--- src/rtl/alu_ctrl_pkg.sv ---
// Shared opcode and control-step encodings for the add/sub datapath sequencer.
package alu_ctrl_pkg;

    localparam logic [1:0] OP_MV  = 2'b00;
    localparam logic [1:0] OP_MVI = 2'b01;
    localparam logic [1:0] OP_ADD = 2'b10;
    localparam logic [1:0] OP_SUB = 2'b11;

    typedef enum logic [1:0] {
        T0 = 2'd0,
        T1 = 2'd1,
        T2 = 2'd2,
        T3 = 2'd3
    } state_t;

endpackage

--- src/rtl/alu_seq_ctrl_onehot_dec.sv ---
// Index-to-one-hot decoder with enable; output is all zero when disabled.
module onehot_dec #(
    parameter int NREG = 8,
    parameter int RW   = $clog2(NREG)
) (
    input  logic [RW-1:0]   idx,
    input  logic            en,
    output logic [NREG-1:0] onehot
);

    // Decode the selected register into a single enable bit.
    always_comb begin
        onehot = {NREG{1'b0}};
        if (en) begin
            onehot[idx] = 1'b1;
        end else begin
            onehot = {NREG{1'b0}};
        end
    end

endmodule

--- src/rtl/alu_seq_ctrl.sv ---
// Sequencer for the shared 8-bit datapath: one instruction per run/done
// transaction, walked through up to three control steps.
module alu_seq_ctrl
    import alu_ctrl_pkg::*;
#(
    parameter int NREG = 8,
    parameter int RW   = $clog2(NREG),
    parameter int IW   = 2 + 2 * RW
) (
    input  logic            clk,
    input  logic            resetn,
    input  logic            run,
    input  logic [IW-1:0]   instr,
    output logic            busy,
    output logic            done,
    output logic [NREG-1:0] rin,
    output logic [NREG-1:0] rout,
    output logic            dinout,
    output logic            ain,
    output logic            gin,
    output logic            gout,
    output logic            addsub
);

    state_t          state_r;
    state_t          next_state_s;
    logic [IW-1:0]   ir_r;
    logic [1:0]      op_s;
    logic [RW-1:0]   x_s;
    logic [RW-1:0]   y_s;
    logic            rin_en_s;
    logic            rout_en_s;
    logic [RW-1:0]   rout_idx_s;

    assign op_s = ir_r[IW-1 -: 2];
    assign x_s  = ir_r[IW-3 -: RW];
    assign y_s  = ir_r[RW-1:0];

    // State register; reset aborts any instruction in flight.
    always_ff @(posedge clk or negedge resetn) begin
        if (!resetn) begin
            state_r <= T0;
        end else begin
            state_r <= next_state_s;
        end
    end

    // Instruction register loads only when an instruction is accepted from idle.
    always_ff @(posedge clk or negedge resetn) begin
        if (!resetn) begin
            ir_r <= {IW{1'b0}};
        end else if ((state_r == T0) && run) begin
            ir_r <= instr;
        end else begin
            ir_r <= ir_r;
        end
    end

    // Next-step selection; only add/sub continue past the first step.
    always_comb begin
        next_state_s = T0;
        case (state_r)
            T0:      next_state_s = run ? T1 : T0;
            T1:      next_state_s = op_s[1] ? T2 : T0;
            T2:      next_state_s = T3;
            T3:      next_state_s = T0;
            default: next_state_s = T0;
        endcase
    end

    // Strobe decode from step and IR only, so outputs never see run/instr.
    always_comb begin
        busy       = (state_r != T0);
        done       = 1'b0;
        dinout     = 1'b0;
        ain        = 1'b0;
        gin        = 1'b0;
        gout       = 1'b0;
        addsub     = 1'b0;
        rin_en_s   = 1'b0;
        rout_en_s  = 1'b0;
        rout_idx_s = x_s;
        case (state_r)
            T1: begin
                case (op_s)
                    OP_MV: begin
                        rout_en_s  = 1'b1;
                        rout_idx_s = y_s;
                        rin_en_s   = 1'b1;
                        done       = 1'b1;
                    end
                    OP_MVI: begin
                        dinout   = 1'b1;
                        rin_en_s = 1'b1;
                        done     = 1'b1;
                    end
                    default: begin
                        rout_en_s  = 1'b1;
                        rout_idx_s = x_s;
                        ain        = 1'b1;
                    end
                endcase
            end
            T2: begin
                rout_en_s  = 1'b1;
                rout_idx_s = y_s;
                gin        = 1'b1;
                addsub     = op_s[0];
            end
            T3: begin
                gout     = 1'b1;
                rin_en_s = 1'b1;
                done     = 1'b1;
            end
            default: begin
                busy = 1'b0;
            end
        endcase
    end

    onehot_dec #(.NREG(NREG), .RW(RW)) u_rin_dec (
        .idx    (x_s),
        .en     (rin_en_s),
        .onehot (rin)
    );

    onehot_dec #(.NREG(NREG), .RW(RW)) u_rout_dec (
        .idx    (rout_idx_s),
        .en     (rout_en_s),
        .onehot (rout)
    );

endmodule
--- config.mk ---
export PLATFORM = sky130hd
export DESIGN_NAME = alu_seq_ctrl
export DESIGN_NICKNAME = d
export VERILOG_FILES = /design/src/rtl/alu_ctrl_pkg.sv /design/src/rtl/alu_seq_ctrl_onehot_dec.sv /design/src/rtl/alu_seq_ctrl.sv
export SDC_FILE = /design/constraint.sdc
export NUM_CORES = 1
export LEC_CHECK = 0
export CORE_UTILIZATION = 41
export CTS_BUF_LIST = sky130_fd_sc_hd__clkbuf_2 sky130_fd_sc_hd__clkbuf_4 sky130_fd_sc_hd__clkbuf_8
export DETAILED_ROUTE_END_ITERATION = 16
export PLACE_DENSITY = 0.92
export SLEW_MARGIN = 30
export SYNTH_ARGS = -nofsm -noshare
export SYNTH_HDL_FRONTEND = slang
export SYNTH_SLANG_ARGS = --single-unit
export TNS_END_PERCENT = 20
--- constraint.sdc ---
create_clock -name clk -period 2.8 [get_ports clk]
set_clock_uncertainty 0.2 [all_clocks]
set_input_delay 0.56 -clock clk [delete_from_list [all_inputs] [get_ports clk]]
set_output_delay 0.56 -clock clk [all_outputs]
set_load 0.02 [all_outputs]
==> impl_metrics.env <==
export IMPL_syn2layout_area_growth_pct=67.6
export IMPL_ys_top_cells_by_area="dfrtp_1, mux2_2, ha_1, nor3_1, nor2_1"
export IMPL_vias=726
export IMPL_avgSynthCellArea_um2=9.61
export IMPL_io_buffers=33
export IMPL_cp_slowest_stage_delay_ns=0.42
export IMPL_hold_slack_ns=0.343
export IMPL_die_area_um2=1860
export IMPL_worstPathMaxFanout=5
export IMPL_ant_nets=0
export IMPL_seqPwrFrac=0.248
export IMPL_yosysWarnings=0
export IMPL_grt_max_degree=11
export IMPL_clockBufferDepth=2
export IMPL_netlist_area_um2=692
export IMPL_worstPathRequired_ns=2.04
export IMPL_routedWlPerCell_um=14.3
export IMPL_combPwrFrac=0.655
export IMPL_ff2ff_path_depth=4
export IMPL_slowest_stage="dfrtp_1"
export IMPL_crit_arrival_ns=2.04
export IMPL_synthFlopType="dfrtp_1"
export IMPL_crit_type="reg -> out"
export IMPL_ir_drop_uv=587
export IMPL_dieWidth_um=43.1
export IMPL_p_per_area_nw_per_um2=1120
export IMPL_p_total_mw=1.29
export IMPL_timing_rr_end="ir_r[3]"
export IMPL_coreArea_um2=1540
export IMPL_power_frac_clock=0.097
export IMPL_drt_iter0_drc=14
export IMPL_start_kind="flop"
export IMPL_syn_nets=88
export IMPL_mostFrequentLayoutCell="clkdlybuf4s50_1"
export IMPL_maxSlewViolCount=0
export IMPL_p_int_mw=0.705
export IMPL_min_from="ir_r[0]"
export IMPL_timing_max_cap_violations=0
export IMPL_utilization=0.752
export IMPL_rrSetupSlack_ns=1.16
export IMPL_dp_final_hpwl_um=1410
export IMPL_tritoncts="done"
export IMPL_setup_viol=0
export IMPL_cp_cell_sequence="ha_1, buf_4, and2b_2, or2_2, nand2_2, nor3_1, clkdlybuf4s15_1"
export IMPL_clkTransAtPathRegs_ns=0.06
export IMPL_final_nets=136
export IMPL_relSlewSlack=0.716
export IMPL_initial_utilization=0.449
export IMPL_synth_cells=72
export IMPL_yosys_area_top_type="dfrtp_1"
export IMPL_worst_slew_pin_slew_ns=0.424
export IMPL_r2r_start="state_r[0]"
export IMPL_global_route_overflow_total=0
export IMPL_status="completed"
export IMPL_vias_per_cell=5.38
export IMPL_rsz0062_at_grt="true"
export IMPL_async_flop_share=1.00
export IMPL_fin_area_um2=1160
export IMPL_yosys_cell_types_count=23
export IMPL_root_buffer="clkbuf_4"
export IMPL_max_freq_ghz=0.357
export IMPL_dr_pass1_iters=4
export IMPL_synth_top_area_share=0.362
export IMPL_p_sw_frac=0.455
export IMPL_p_sw_mw=0.589
export IMPL_place_area_um2=1110
export IMPL_clkSinkCount=10
export IMPL_synth_edf_count=0
export IMPL_drc=0
export IMPL_timing_final_crit_share=1.00
export IMPL_rows=14
export IMPL_grt_pass1_wl_um=2950
export IMPL_drive_gt1_frac=0.462
export IMPL_holdPathEnd="ir_r[0]"
export IMPL_cts_buffers=3
export IMPL_dp_cells=130
export IMPL_fin_crit_ns=2.80
export IMPL_io_pins=34
export IMPL_grt_antenna_before_repair=0
export IMPL_ys_ff_latch=10
export IMPL_instances_no_fill=135
export IMPL_seq_area_frac_synth=0.362
export IMPL_cts_max_level=1
export IMPL_wl_um=1930
export IMPL_power_leakage_nw=0.537
export IMPL_gr_usage_all_layers=0.208
export IMPL_clock_latency_ns=0.26
export IMPL_grt_pass1_vias=670
export IMPL_die_h_um=43.1
export IMPL_min_path_cells=1
export IMPL_gp_congestion=0.879
export IMPL_antenna_cells=0
export IMPL_cp_end_kind="output pin"
export IMPL_hp_class="reg -> reg"
export IMPL_final_cell_mix="clkdlybuf4s50_1, buf_4, dfrtp_1"
export IMPL_hold_viol_final=0
flip-flops by register name, summed over array words and instances, names as in the netlist, named ones only:
name and cells:
state_r 1, ir_r 8
power groups by stage:
stage,registers (mW),clock network (mW),logic [mW]
detailed placement,0.307,0,0.759
global placement,0.302,0,0.731
CTS,0.306,0.134,0.747
global route,0.329,0.141,0.908
floorplan,0.284,0,0.462
finish,0.320,0.126,0.848
worst max-delay path, delay by kind of cell (launching register included):
family | cells | cell delay, ns
flops | 1 | 0.42
simple gates | 4 | 0.69
buf+inv | 2 | 0.45
fa+ha+maj | 1 | 0.22
worst max-delay path by stage:
stage / startpoint / end / cells past startpoint
3_3_place_gp: state_r[0] / rout[1] / 6
3_5_place_dp: state_r[0] / rout[3] / 7
4_1_cts: flop / rout[7] / 7
2_1_floorplan: state_r[0] / rout[0] / 5
5_1_grt: state_r[0] / rin[1] / 7
6_report: state_r[0] / rin[1] / 7
timing repair:
action / CTS / global route
buffers inserted: 0 / 1
pin swaps: 0 / 5
resized for setup: 52 / 28
endpoints found under the setup margin: 17 / 16
hold buffers: 0 / 0
routing by layer:
metal	vias up	part of all wire	global-route usage
li1	356	-	-
met1	354	0.43	0.263
met2	16	0.54	0.361
met3	0	0.031	0.0170
met4	0	0	0.0848
met5	-	0	0
cell usage after synthesis (2+ instances only):
master	count
a32oi_1	2
and2_1	2
dfrtp_1	10
ha_1	5
inv_1	3
mux2_2	9
nand2_1	5
nand2b_1	3
nor2_1	7
nor3_1	10
o21ai_0	4
cell type report:
class                   count  area [µm²]
well taps                  16        20.0
inverters                   3        11.3
fillers                   103         382
flip-flops and latches     10         250
clock buffers               4        36.3
repair buffers             43         345
multi-input cells          59         497
kinds of logic after synthesis:
logic type | after synthesis | share of synthesized area
DFF | 10 | 0.362
and+or+nand+nor | 33 | 0.257
AOI/OAI and AO/OA | 12 | 0.128
muxes | 9 | 0.146
adders and majority gates | 5 | 0.0904
buffers and inverters | 3 | 0.0163
metrics by stage:
stage          setup WS (ns)  setup TNS (ns)
3_3_place_gp         -0.0495          -0.231
6_report            0.000763               0
2_1_floorplan          0.167               0
5_1_grt              -0.0844          -0.214
4_1_cts              -0.0519         -0.0519
3_5_place_dp          -0.123          -0.733
(Power assumes the default switching activity.)
